$ cat config.mk
export PLATFORM = sky130hd
export DESIGN_NAME = fifo_flex
export DESIGN_NICKNAME = d
export VERILOG_FILES = /design/src/rtl/fifo_flex.sv
export SDC_FILE = /design/constraint.sdc
export NUM_CORES = 1
export LEC_CHECK = 0
export BUFFER_PORTS_ARGS = -buffer_cell sky130_fd_sc_hd__buf_2
export CAP_MARGIN = 40
export CORE_ASPECT_RATIO = 1.75
export CORE_MARGIN = 2
export CORE_UTILIZATION = 60
export CTS_CLUSTER_SIZE = 40
export DETAILED_ROUTE_END_ITERATION = 10
export GPL_TIMING_DRIVEN = 0
export PLACE_DENSITY = 0.8
export SYNTH_ARGS = -nofsm -noshare
export SYNTH_HDL_FRONTEND = slang
export SYNTH_SLANG_ARGS = --single-unit
$ cat constraint.sdc
create_clock -name clk -period 6.9 [get_ports clk]
set_input_delay 1.035 -clock clk [delete_from_list [all_inputs] [get_ports clk]]
set_output_delay 1.035 -clock clk [all_outputs]
set_load 0.02 [all_outputs]
$ cat src/rtl/fifo_flex.sv
// fifo_flex: single-clock ready/valid FIFO, registered-read or FWFT, thresholds, level, flush; FIFO_FLEX_ERR_FLAGS_EN adds sticky overflow/underflow
module fifo_flex #(
  parameter int DEPTH     = 10,
  parameter int WIDTH     = 8,
  parameter int FWFT      = 0,
  parameter int AF_THRESH = DEPTH - 2,
  parameter int AE_THRESH = 2
) (
  input  logic                         clk,
  input  logic                         rst,
  input  logic                         flush,
  input  logic                         enq_valid,
  output logic                         enq_ready,
  input  logic [WIDTH-1:0]             enq_data,
  output logic                         deq_valid,
  input  logic                         deq_ready,
  output logic [WIDTH-1:0]             deq_data,
  output logic                         full,
  output logic                         empty,
  output logic                         almost_full,
  output logic                         almost_empty,
  output logic [$clog2(DEPTH+1)-1:0]   level,
  output logic                         overflow,
  output logic                         underflow
);
  localparam int CNTW = $clog2(DEPTH + 1);
  localparam int PTRW = (DEPTH <= 1) ? 1 : $clog2(DEPTH);
  logic [WIDTH-1:0] r_mem [DEPTH];
  logic [PTRW-1:0]  r_wr_ptr, r_rd_ptr;
  logic [PTRW-1:0]  w_wr_nxt, w_rd_nxt;
  logic [CNTW-1:0]  r_level;
  logic             w_full, w_empty, w_do_enq, w_do_deq;
  assign w_full       = r_level == CNTW'(DEPTH);
  assign w_empty      = r_level == '0;
  assign w_do_enq     = enq_valid && !w_full;
  assign w_do_deq     = deq_ready && !w_empty;
  assign w_wr_nxt     = (r_wr_ptr == PTRW'(DEPTH - 1)) ? '0 : r_wr_ptr + PTRW'(1);
  assign w_rd_nxt     = (r_rd_ptr == PTRW'(DEPTH - 1)) ? '0 : r_rd_ptr + PTRW'(1);
  assign enq_ready    = !w_full;
  assign deq_valid    = !w_empty;
  assign full         = w_full;
  assign empty        = w_empty;
  assign almost_full  = r_level >= CNTW'(AF_THRESH);
  assign almost_empty = r_level <= CNTW'(AE_THRESH);
  assign level        = r_level;
  // pointers and occupancy; flush discards any same-cycle handshake
  always_ff @(posedge clk) begin
    if (rst || flush) begin
      r_wr_ptr <= '0;
      r_rd_ptr <= '0;
      r_level  <= '0;
    end else begin
      r_wr_ptr <= w_do_enq ? w_wr_nxt : r_wr_ptr;
      r_rd_ptr <= w_do_deq ? w_rd_nxt : r_rd_ptr;
      r_level  <= r_level + CNTW'(w_do_enq) - CNTW'(w_do_deq);
    end
  end
  // storage is never reset; writes suppressed during rst/flush
  always_ff @(posedge clk) begin
    if (w_do_enq && !rst && !flush) r_mem[r_wr_ptr] <= enq_data;
  end
  generate
    if (FWFT != 0) begin : g_fwft
      assign deq_data = r_mem[r_rd_ptr];
    end else begin : g_reg
      logic [WIDTH-1:0] r_deq_data;
      // registered read: head word captured on the dequeue handshake
      always_ff @(posedge clk) begin
        if (rst) r_deq_data <= '0;
        else if (w_do_deq && !flush) r_deq_data <= r_mem[r_rd_ptr];
      end
      assign deq_data = r_deq_data;
    end
  endgenerate
`ifdef FIFO_FLEX_ERR_FLAGS_EN
  logic r_ovf, r_unf;
  // sticky error flags, cleared by rst or flush (flush beats a same-cycle set)
  always_ff @(posedge clk) begin
    if (rst || flush) begin
      r_ovf <= 1'b0;
      r_unf <= 1'b0;
    end else begin
      r_ovf <= r_ovf | (enq_valid & w_full);
      r_unf <= r_unf | (deq_ready & w_empty);
    end
  end
  assign overflow  = r_ovf;
  assign underflow = r_unf;
`else
  assign overflow  = 1'b0;
  assign underflow = 1'b0;
`endif
endmodule

==> impl_metrics.csv, run 1 <==
group,metric,value,unit
synthesis,synth.area.top_cells,"edfxtp_1, dfxtp_1, mux4_1",
synthesis,syn-cell-area,4110,um^2
synthesis,synthDistinctLibCells,38,
synthesis,synth_compound_gate_area_share,3.86,%
pwr,p_sw,0.274,mW
pwr,max-vdd-ir-drop,218,uV
floorplan,start_util,62.4,%
floorplan,die_y,114,um
synthesis,ys_ff_latch,100,
sta,finalSetupViolations,0,
clock_tree,cts_root_buf,"clkbuf_16",
synthesis,synth_cells,250,
pwr,power,1.24,mW
clock_tree,htree_num_levels,3,
clock_tree,cts_tree,"yes",
sta,clock_skew,0.0111,ns
final_layout,syn_to_final_growth,13.7,%
synthesis,synth-seq-area-share,68.2,%
place,port_buffers,29,
synthesis,postSynthAreaPerCell,16.4,um^2
final_layout,antenna-diode-count,0,
synthesis,yosysTopAreaCell,"edfxtp_1",
pwr,p_leak,1.64,nW
clock_tree,cts_buffers,9,
route,wirelength,7.45,mm
clock_tree,cts_setup_buffers,0,
global_routing,track_usage,22.1,%
worst_setup_path,critPathRequiredTime,5.86,ns
pwr,p_int,0.964,mW
global_routing,grt_overflow_total,0,
route,drtAntennaViolNets,0,
sta,fin_crit_sh,40.7,%
sta,worst_pin_slew,0.835,ns
final_layout,nNetsFinal,316,
synthesis,yosysTopAreaCellShare,58.4,%
run,cap_violations,0,
worst_setup_path,end_kind,"primary output",
pwr,power.density,265,nW/um^2
worst_setup_path,worst_setup_path_start_kind,"flop",
route,via_per_inst,5.86,
final_layout,fillCellCount,436,
place,hpwl,5.41,mm
synthesis,synth_top_family_by_area,"multiplexers",
synthesis,synth_fa_ha_area_share,2.31,%
clock_tree,cts_sinks,100,
pwr,comb_power_share,8.6,%
global_routing,grt_start_max_net_pins,17,
clock_tree,clk_path_buf_depth,2,
global_routing,grt_pass1_wl,11.6,mm
route,drt_pre_antenna_iters,4,
floorplan,core_area,6590,um^2
synthesis,synthMuxAreaShare,13.7,%
floorplan,dieWidth,66.6,um
final_layout,multi_input_area,1200,um^2
clock_tree,clk_pin_slew,0.06,ns
floorplan,rows,39,
synthesis,yosys_warnings,0,
hold_path,hp-class,"flop to flop",
worst_setup_path,crit_path_max_fanout,8,
synthesis,synth-simple-area-share,7.58,%
clock_tree,clk_latency,0.35,ns
route,wl_per_cell,19.5,um
final_layout,drive_above_1_share,25.2,%
final_layout,register_area,2800,um^2
place,place_congestion,0.797,
sta,fmax,0.356,GHz
worst_setup_path,cp.arrival,1.77,ns
sta,fin_setup_tns,0,ns
run_status,status,"complete, no violations",
route,vias,2246,
synthesis,synth_xor_area_share,1.49,%
floorplan,die_area,7560,um^2
global_routing,first_global_vias,2270,
sta,min_period,2.81,ns
worst_setup_path,path_class,"flop to primary output",
sta,slew_violations,0,
sta,hold_viol,0,
sta,slew_headroom,44.1,%
route,drt-initial-drc-count,180,
pwr,p_seq_share,53.6,%
clock_tree,ctsResizeCount,0,
pwr,power.share.switching,22.1,%
sta,rsz0062_at_grt,"false",
pwr,power_frac_clock,37.8,%
clock_tree,hold_buffers,0,
global_routing,antenna_found_initial,0,
sta,whs,0.488,ns
floorplan,num_io_pins,33,
route,drc_errors,0,
==> power by group through the flow <==
stage	sequential (mW)	clock (mW)	combinational (mW)
final	0.664	0.468	0.106
after CTS	0.664	0.473	0.108
after global routing	0.664	0.498	0.118
after floorplan	0.682	0	0.0680
after detailed placement	0.677	0	0.107
after global placement	0.676	0	0.104
==> cells in the final DEF (no fill, tap or decap), types with 2 or more instances in the layout <==
master and n:
a21oi_1 5, a221o_1 8, buf_2 37, buf_4 2
clkbuf_1 6, clkbuf_16 9, clkbuf_8 2, clkinv_2 3
conb_1 2, dfxtp_1 20, edfxtp_1 80, ha_1 6
inv_1 9, mux2_2 8, mux2i_1 8, mux4_1 9
mux4_2 7, nand2_1 6, nand2b_1 3, nand3_1 3
nand4_1 3, nor2_1 25, nor2b_1 4, nor3_1 5
nor4_1 2, o21ai_0 5, or2_2 2, or4_1 2
xnor2_1 2, xor2_1 5
==> cell usage after synthesis <==
cell type	count
edfxtp_1	80
nor2_1	25
dfxtp_1	20
inv_1	9
mux4_1	9
a221o_1	8
mux2_2	8
mux2i_1	8
mux4_2	7
ha_1	6
nand2_1	6
a21oi_1	5
clkbuf_1	5
nor3_1	5
o21ai_0	5
xor2_1	5
nor2b_1	4
buf_2	3
nand2b_1	3
nand3_1	3
nand4_1	3
nor4_1	3
buf_4	2
or2_2	2
or4_1	2
xnor2_1	2
a21o_1	1
a22o_1	1
a31oi_2	1
and2_1	1
buf_12	1
buf_6	1
conb_1	1
fa_1	1
nand3b_1	1
nand4b_2	1
nor4b_1	1
or3b_1	1
==> cells by family (layout without fill, tap and decap cells) <==
logic type | Yosys count | after routing
adders and majority gates | 7 | 7
AOI/OAI and AO/OA | 21 | 21
buffers and inverters | 21 | 71
DFF | 100 | 100
and+or+nand+nor | 61 | 61
xor gates and xnor gates | 7 | 7
muxes | 32 | 32
other | 1 | 2
==> metal layers <==
| layer | global-route usage, % | routed length [um] | vias to the layer above |
|---|---|---|---|
| li1 | - | - | 1063 |
| met1 | 24.5 | 2810 | 1098 |
| met2 | 38.7 | 4140 | 67 |
| met3 | 3.85 | 265 | 18 |
| met4 | 13.3 | 240 | 0 |
| met5 | 0 | 0 | - |
==> critical path, cell delays in order (launching register included) <==
cell	delay, ns
dfxtp_1	0.31
inv_1	0.13
ha_1	0.20
or3b_1	0.34
buf_2	0.18
inv_1	0.10
buf_2	0.17
==> per-stage QoR <==
| stage | utilization [%] | cells | setup WS [ns] | instance area (um^2) |
|---|---|---|---|---|
| after detailed placement | 66.7 | 367 | 3.75 | 4390 |
| after floorplan | - | 251 | 4.12 | 4120 |
| after global placement | 66.2 | 362 | 3.33 | 4360 |
| after global routing | 71.0 | 383 | 3.99 | 4670 |
| after CTS | 71.0 | 383 | 4.07 | 4670 |
| final | 71.0 | 383 | 4.09 | 4670 |
==> worst paths after layout <==
kind | start | endpoint | slack (ns) | depth (start not counted)
worst min register to register | deq_data[3] | deq_data[3] | 0.49 | 1
worst max-delay path | level[2] | empty | 4.09 | 6
worst min-delay path | deq_data[3] | deq_data[3] | 0.49 | 1
worst max register to register | level[2] | r_mem[1][6] | 4.14 | 7
==> layout make-up <==
cell class	instances	share of cell area, %
buffer	12	1.71
clock buffer	12	5.49
clock inverter	4	0.509
inverter	9	0.723
multi-input combinational	130	25.8
sequential	100	60.0
tap	82	2.19
timing repair buffer	34	3.64
==> flip-flops by register name, summed over array words and instances (netlist names) <==
signal / flops
deq_data: 8
level: 4
r_mem: 80
r_rd_ptr: 4
r_wr_ptr: 4
(Power assumes the default switching activity.)
==> inputs of run 2 (changes only) <==
- CORE_UTILIZATION: 60 -> 59
- PLACE_DENSITY: 0.8 -> 0.79
- clock period: 6.9 -> 2.75 ns (I/O delays scaled with it)
==> run 2 against run 1 <==
Clock skew decreased by 0.0024 ns. Register-to-register slack got worse by 4.0 ns. Cell area increased by 1.6%. Largest cell class unchanged.
==> impl_metrics.csv, run 2 (same netlist as run 1, synthesis figures left out) <==
group,metric,value,unit
final_layout,layout_commonest_cell,"edfxtp_1",
clock_tree,cts_root_buf,"clkbuf_16",
global_routing,first_global_vias,2246,
worst_setup_path,rr_endpoint,"r_mem[3][5]",
sta,whs,0.365,ns
final_layout,drive_above_1_share,26.1,%
worst_setup_path,crit_family,"simple AND/OR/NAND/NOR gates",
floorplan,die_y,114,um
worst_setup_path,cpMaxStageDelayCell,"nor3_1",
sta,worst_pin_slew,0.871,ns
final_layout,fillCellCount,469,
worst_setup_path,cp.arrival,2.63,ns
hold_path,hp-class,"primary input to flop",
clock_tree,clk_path_buf_depth,2,
sta,fmax,0.386,GHz
sta,clock_skew,0.00867,ns
route,drc_errors,0,
clock_tree,htree_num_levels,3,
worst_setup_path,end_kind,"flop",
clock_tree,clk_latency,0.34,ns
sta,finalSetupViolations,0,
final_layout,syn_to_final_growth,15.5,%
worst_setup_path,path_buf_inv,2,
final_layout,regMostFlops,"r_mem",
place,hpwl,5.37,mm
hold_path,min_from,"enq_data[0]",
hold_path,hold_depth,1,
sta,fin_crit_sh,94.1,%
worst_setup_path,crit_path_max_fanout,6,
final_layout,antenna-diode-count,0,
sta,slew_violations,0,
clock_tree,hold_buffers,0,
sta,hold_viol,0,
global_routing,grt_pass1_wl,11.8,mm
worst_setup_path,worst_setup_path_start_kind,"flop",
pwr,p_leak,1.66,nW
floorplan,dieWidth,67.1,um
route,vias,2304,
place,port_buffers,29,
sta,slew_headroom,41.7,%
floorplan,core_area,6810,um^2
worst_setup_path,reg2reg_slack,0.16,ns
global_routing,grt_overflow_total,0,
floorplan,rows,40,
route,drtAntennaViolNets,0,
worst_setup_path,crit-reg2reg-launch,"level[2]",
sta,min_period,2.59,ns
final_layout,fin_area,4750,um^2
worst_setup_path,cpPeakStageDelay,0.55,ns
worst_setup_path,worstRegToRegCells,7,
sta,rsz0062_at_grt,"false",
worst_setup_path,path_class,"flop to flop",
clock_tree,clk_pin_slew,0.06,ns
final_layout,nNetsFinal,318,
run_status,status,"complete, no violations",
global_routing,antenna_found_initial,0,
clock_tree,cts_setup_buffers,0,
floorplan,die_area,7680,um^2
global_routing,track_usage,22.4,%
floorplan,start_util,60.4,%
global_routing,grt_start_max_net_pins,17,
run,cap_violations,0,
floorplan,num_io_pins,33,
clock_tree,cts_sinks,100,
place,place_area,4430,um^2
route,drt-initial-drc-count,194,
route,via_per_inst,5.95,
place,place_congestion,0.791,
clock_tree,cts_buffers,9,
pwr,max-vdd-ir-drop,575,uV
worst_setup_path,critPathRequiredTime,2.79,ns
clock_tree,cts_tree,"yes",
route,wl_per_cell,20.1,um
route,wirelength,7.79,mm
route,drt_pre_antenna_iters,4,
final_layout,largest_reg_flops,80,
final_layout,final_cell_mix,"edfxtp_1, buf_2, nor2_1",
hold_path,hold_end,"r_mem[3][0]",
pwr,power.density,675,nW/um^2
worst_setup_path,cp_cell_sequence,"inv_1 -> ha_1 -> nand3b_1 -> nand4_1 -> or2_2 -> nor3_1 -> buf_2",
## run 2: cell count changes in the layout (fill, tap and decap cells not counted), sizes merged
cell and change:
bufinv +1, buf +2, clkbuf +1, clkinv -2
## run 2: power breakdown
part	switching, mW	leakage (nW)	internal (mW)	total, mW
Clock	0.509	0.150	0.757	1.27
Combinational	0.162	0.627	0.109	0.271
Sequential	0.0151	0.882	1.65	1.67
## run 2: cell type report
type,count,area [um^2],area share (%)
buffer,12,80.1,1.69
clock buffer,13,260,5.48
clock inverter,3,45.0,0.949
inverter,9,33.8,0.712
multi-input combinational,130,1230,25.9
sequential,100,2800,59.0
tap,84,105,2.21
timing repair buffer,36,193,4.06
## run 2: metrics by stage
stage	util (%)	cells	setup TNS (ns)	setup slack, ns	power (mW)
after floorplan	-	251	0	0.191	1.88
final	69.7	387	0	0.162	3.20
after global routing	69.7	387	0	0.0220	3.30
after global placement	64.3	364	-1.81	-0.186	1.96
after CTS	69.7	387	0	0.0474	3.22
after detailed placement	65.1	371	0	0.0542	1.97
## run 2: routing by layer
metal / vias up / GRT usage [%] / part of all wire (%) / routed length (um)
li1: 1062 / - / - / -
met1: 1155 / 27.1 / 40 / 3110
met2: 68 / 38.1 / 53 / 4170
met3: 19 / 5.01 / 4.1 / 318
met4: 0 / 9.12 / 2.6 / 200
met5: - / 0 / 0 / 0
## run 2: what timing repair did
action | CTS | global route
endpoints found under the setup margin | 2 | 8
gates resized for setup | 1 | 1
pin swaps | 0 | 0
## run 2: worst max-delay path by stage
stage	from	to	cells after the start
2_1_floorplan	level[2]	r_mem[4][0]	6
3_3_place_gp	level[2]	r_mem[2][2]	5
3_5_place_dp	level[2]	r_mem[0][0]	6
4_1_cts	level[2]	r_mem[1][3]	6
5_1_grt	level[2]	r_mem[3][7]	7
6_report	level[2]	r_mem[3][5]	7
==> inputs of run 3 (changes only) <==
- GPL_TIMING_DRIVEN: 0 -> not set
- SETUP_SLACK_MARGIN: not set -> 0.4
==> run 3 against run 2 <==
Clock-buffer cell count shrank 3. Sequential share of layout area is 0.20 points higher. Highest routed layer unchanged. Die area is the same. Fmax is 16% higher. Clock skew decreased by 0.00096 ns.
==> impl_metrics.csv, run 3 (same netlist as run 1, synthesis figures left out) <==
group,metric,value,unit
run_status,status,"complete, no violations",
sta,slew_violations,0,
worst_setup_path,crit_path_max_fanout,8,
sta,fin_crit_sh,80.9,%
floorplan,num_io_pins,33,
route,drt-initial-drc-count,148,
worst_setup_path,endpoint,"r_mem[5][5]",
global_routing,track_usage,22.1,%
floorplan,die_area,7680,um^2
clock_tree,hold_buffers,0,
hold_path,hp-class,"primary input to flop",
final_layout,regMostFlops,"r_mem",
route,via_per_inst,5.91,
place,place_congestion,0.756,
pwr,max-vdd-ir-drop,468,uV
worst_setup_path,crit-reg2reg-launch,"level[2]",
sta,finalSetupViolations,0,
final_layout,largest_reg_flops,80,
pwr,power.share.switching,21.9,%
floorplan,dieWidth,67.1,um
final_layout,antenna-diode-count,0,
pwr,comb_power_share,8.6,%
pwr,p_seq_share,52.7,%
final_layout,fin_util,69.5,%
floorplan,start_util,60.4,%
clock_tree,cts_root_buf,"clkbuf_16",
clock_tree,clk_latency,0.34,ns
final_layout,syn_to_final_growth,15.1,%
clock_tree,htree_num_levels,3,
route,wirelength,7.44,mm
worst_setup_path,rr_endpoint,"r_mem[5][5]",
run,cap_violations,0,
worst_setup_path,reg2reg_slack,0.53,ns
global_routing,grt_pass1_wl,11.7,mm
worst_setup_path,path_class,"flop to flop",
worst_setup_path,worst_setup_path_start_kind,"flop",
worst_setup_path,crit_start,"level[2]",
sta,hold_viol,0,
floorplan,die_y,114,um
worst_setup_path,cp.arrival,2.21,ns
route,drt_pre_antenna_iters,4,
clock_tree,cts_tree,"yes",
clock_tree,cts_buffers,9,
route,drtAntennaViolNets,0,
pwr,power.density,668,nW/um^2
route,wl_per_cell,19.7,um
final_layout,nNetsFinal,309,
route,vias,2233,
sta,fin_setup_tns,0,ns
sta,worst_pin_slew,0.788,ns
place,hpwl,5.18,mm
final_layout,layout_commonest_cell,"edfxtp_1",
clock_tree,clk_path_buf_depth,2,
sta,rsz0062_at_grt,"false",
global_routing,first_global_vias,2297,
pwr,p_leak,1.63,nW
final_layout,final_cell_mix,"edfxtp_1, buf_2, nor2_1",
global_routing,grt_start_max_net_pins,29,
sta,slew_headroom,47.4,%
final_layout,drive_above_1_share,29.9,%
floorplan,core_area,6810,um^2
global_routing,antenna_found_initial,0,
sta,fmax,0.450,GHz
global_routing,grt_overflow_total,0,
pwr,p_sw,0.692,mW
worst_setup_path,end_kind,"flop",
sta,min_period,2.22,ns
route,drc_errors,0,
floorplan,rows,40,
pwr,p_int,2.47,mW
clock_tree,clk_pin_slew,0.06,ns
pwr,power_frac_clock,38.7,%
pwr,power,3.16,mW
place,port_buffers,30,
sta,whs,0.377,ns
worst_setup_path,worstRegToRegCells,6,
worst_setup_path,critPathRequiredTime,2.74,ns
clock_tree,cts_sinks,100,
sta,clock_skew,0.00771,ns
run 3: how the worst min path moves through the flow:
stage	startpoint	to	cells past startpoint
after floorplan	r_rd_ptr[3]	r_rd_ptr[3]	2
after global placement	deq_data[4]	deq_data[4]	1
after detailed placement	deq_data[6]	deq_data[6]	1
after CTS	enq_data[7]	r_mem[8][7]	1
after global routing	enq_data[5]	r_mem[8][5]	1
final	enq_data[7]	r_mem[6][7]	1
run 3: worst max-delay path, stage by stage (launching register included):
cell and delay [ns]:
dfxtp_2 0.33, inv_2 0.06, ha_1 0.21, nand3b_1 0.13, nand2_2 0.12, or4_1 0.61
nor2_2 0.41
run 3: layout make-up:
cell class | count | area, um^2
sequential | 100 | 2800
fill | 471 | 2070
multi-input combinational | 130 | 1260
timing repair buffer | 39 | 243
clock buffer | 10 | 229
tap | 84 | 105
clock inverter | 6 | 62.6
inverter | 9 | 33.8
run 3: power by group through the flow:
stage | logic (mW) | registers [mW] | clock network, mW
3_3_place_gp | 0.257 | 1.70 | 0
3_5_place_dp | 0.262 | 1.70 | 0
5_1_grt | 0.301 | 1.67 | 1.31
6_report | 0.273 | 1.67 | 1.22
2_1_floorplan | 0.173 | 1.71 | 0
4_1_cts | 0.268 | 1.67 | 1.25
run 3: routing by layer:
layer | vias to the layer above | track usage (%) | wire length [um]
met5 | - | 0 | 0
met4 | 0 | 10.1 | 175
met3 | 15 | 5.31 | 247
met2 | 55 | 39.3 | 4140
met1 | 1122 | 24.2 | 2880
li1 | 1041 | - | -
run 3: repair_timing:
| item | in CTS | in global routing |
|---|---|---|
| buffers inserted | 2 | 1 |
| gates resized for setup | 1 | 3 |
| hold endpoints to repair | 0 | 0 |
| pin swaps | 1 | 0 |
| endpoints found under the setup margin | 50 | 10 |
run 3: through the flow:
| step | instance area [um^2] | instances | worst slack (ns) |
|---|---|---|---|
| floorplan | 4170 | 251 | 0.410 |
| global placement | 4400 | 359 | 0.422 |
| detailed placement | 4400 | 359 | 0.333 |
| CTS | 4720 | 377 | 0.432 |
| global route | 4730 | 378 | 0.403 |
| finish | 4730 | 378 | 0.525 |
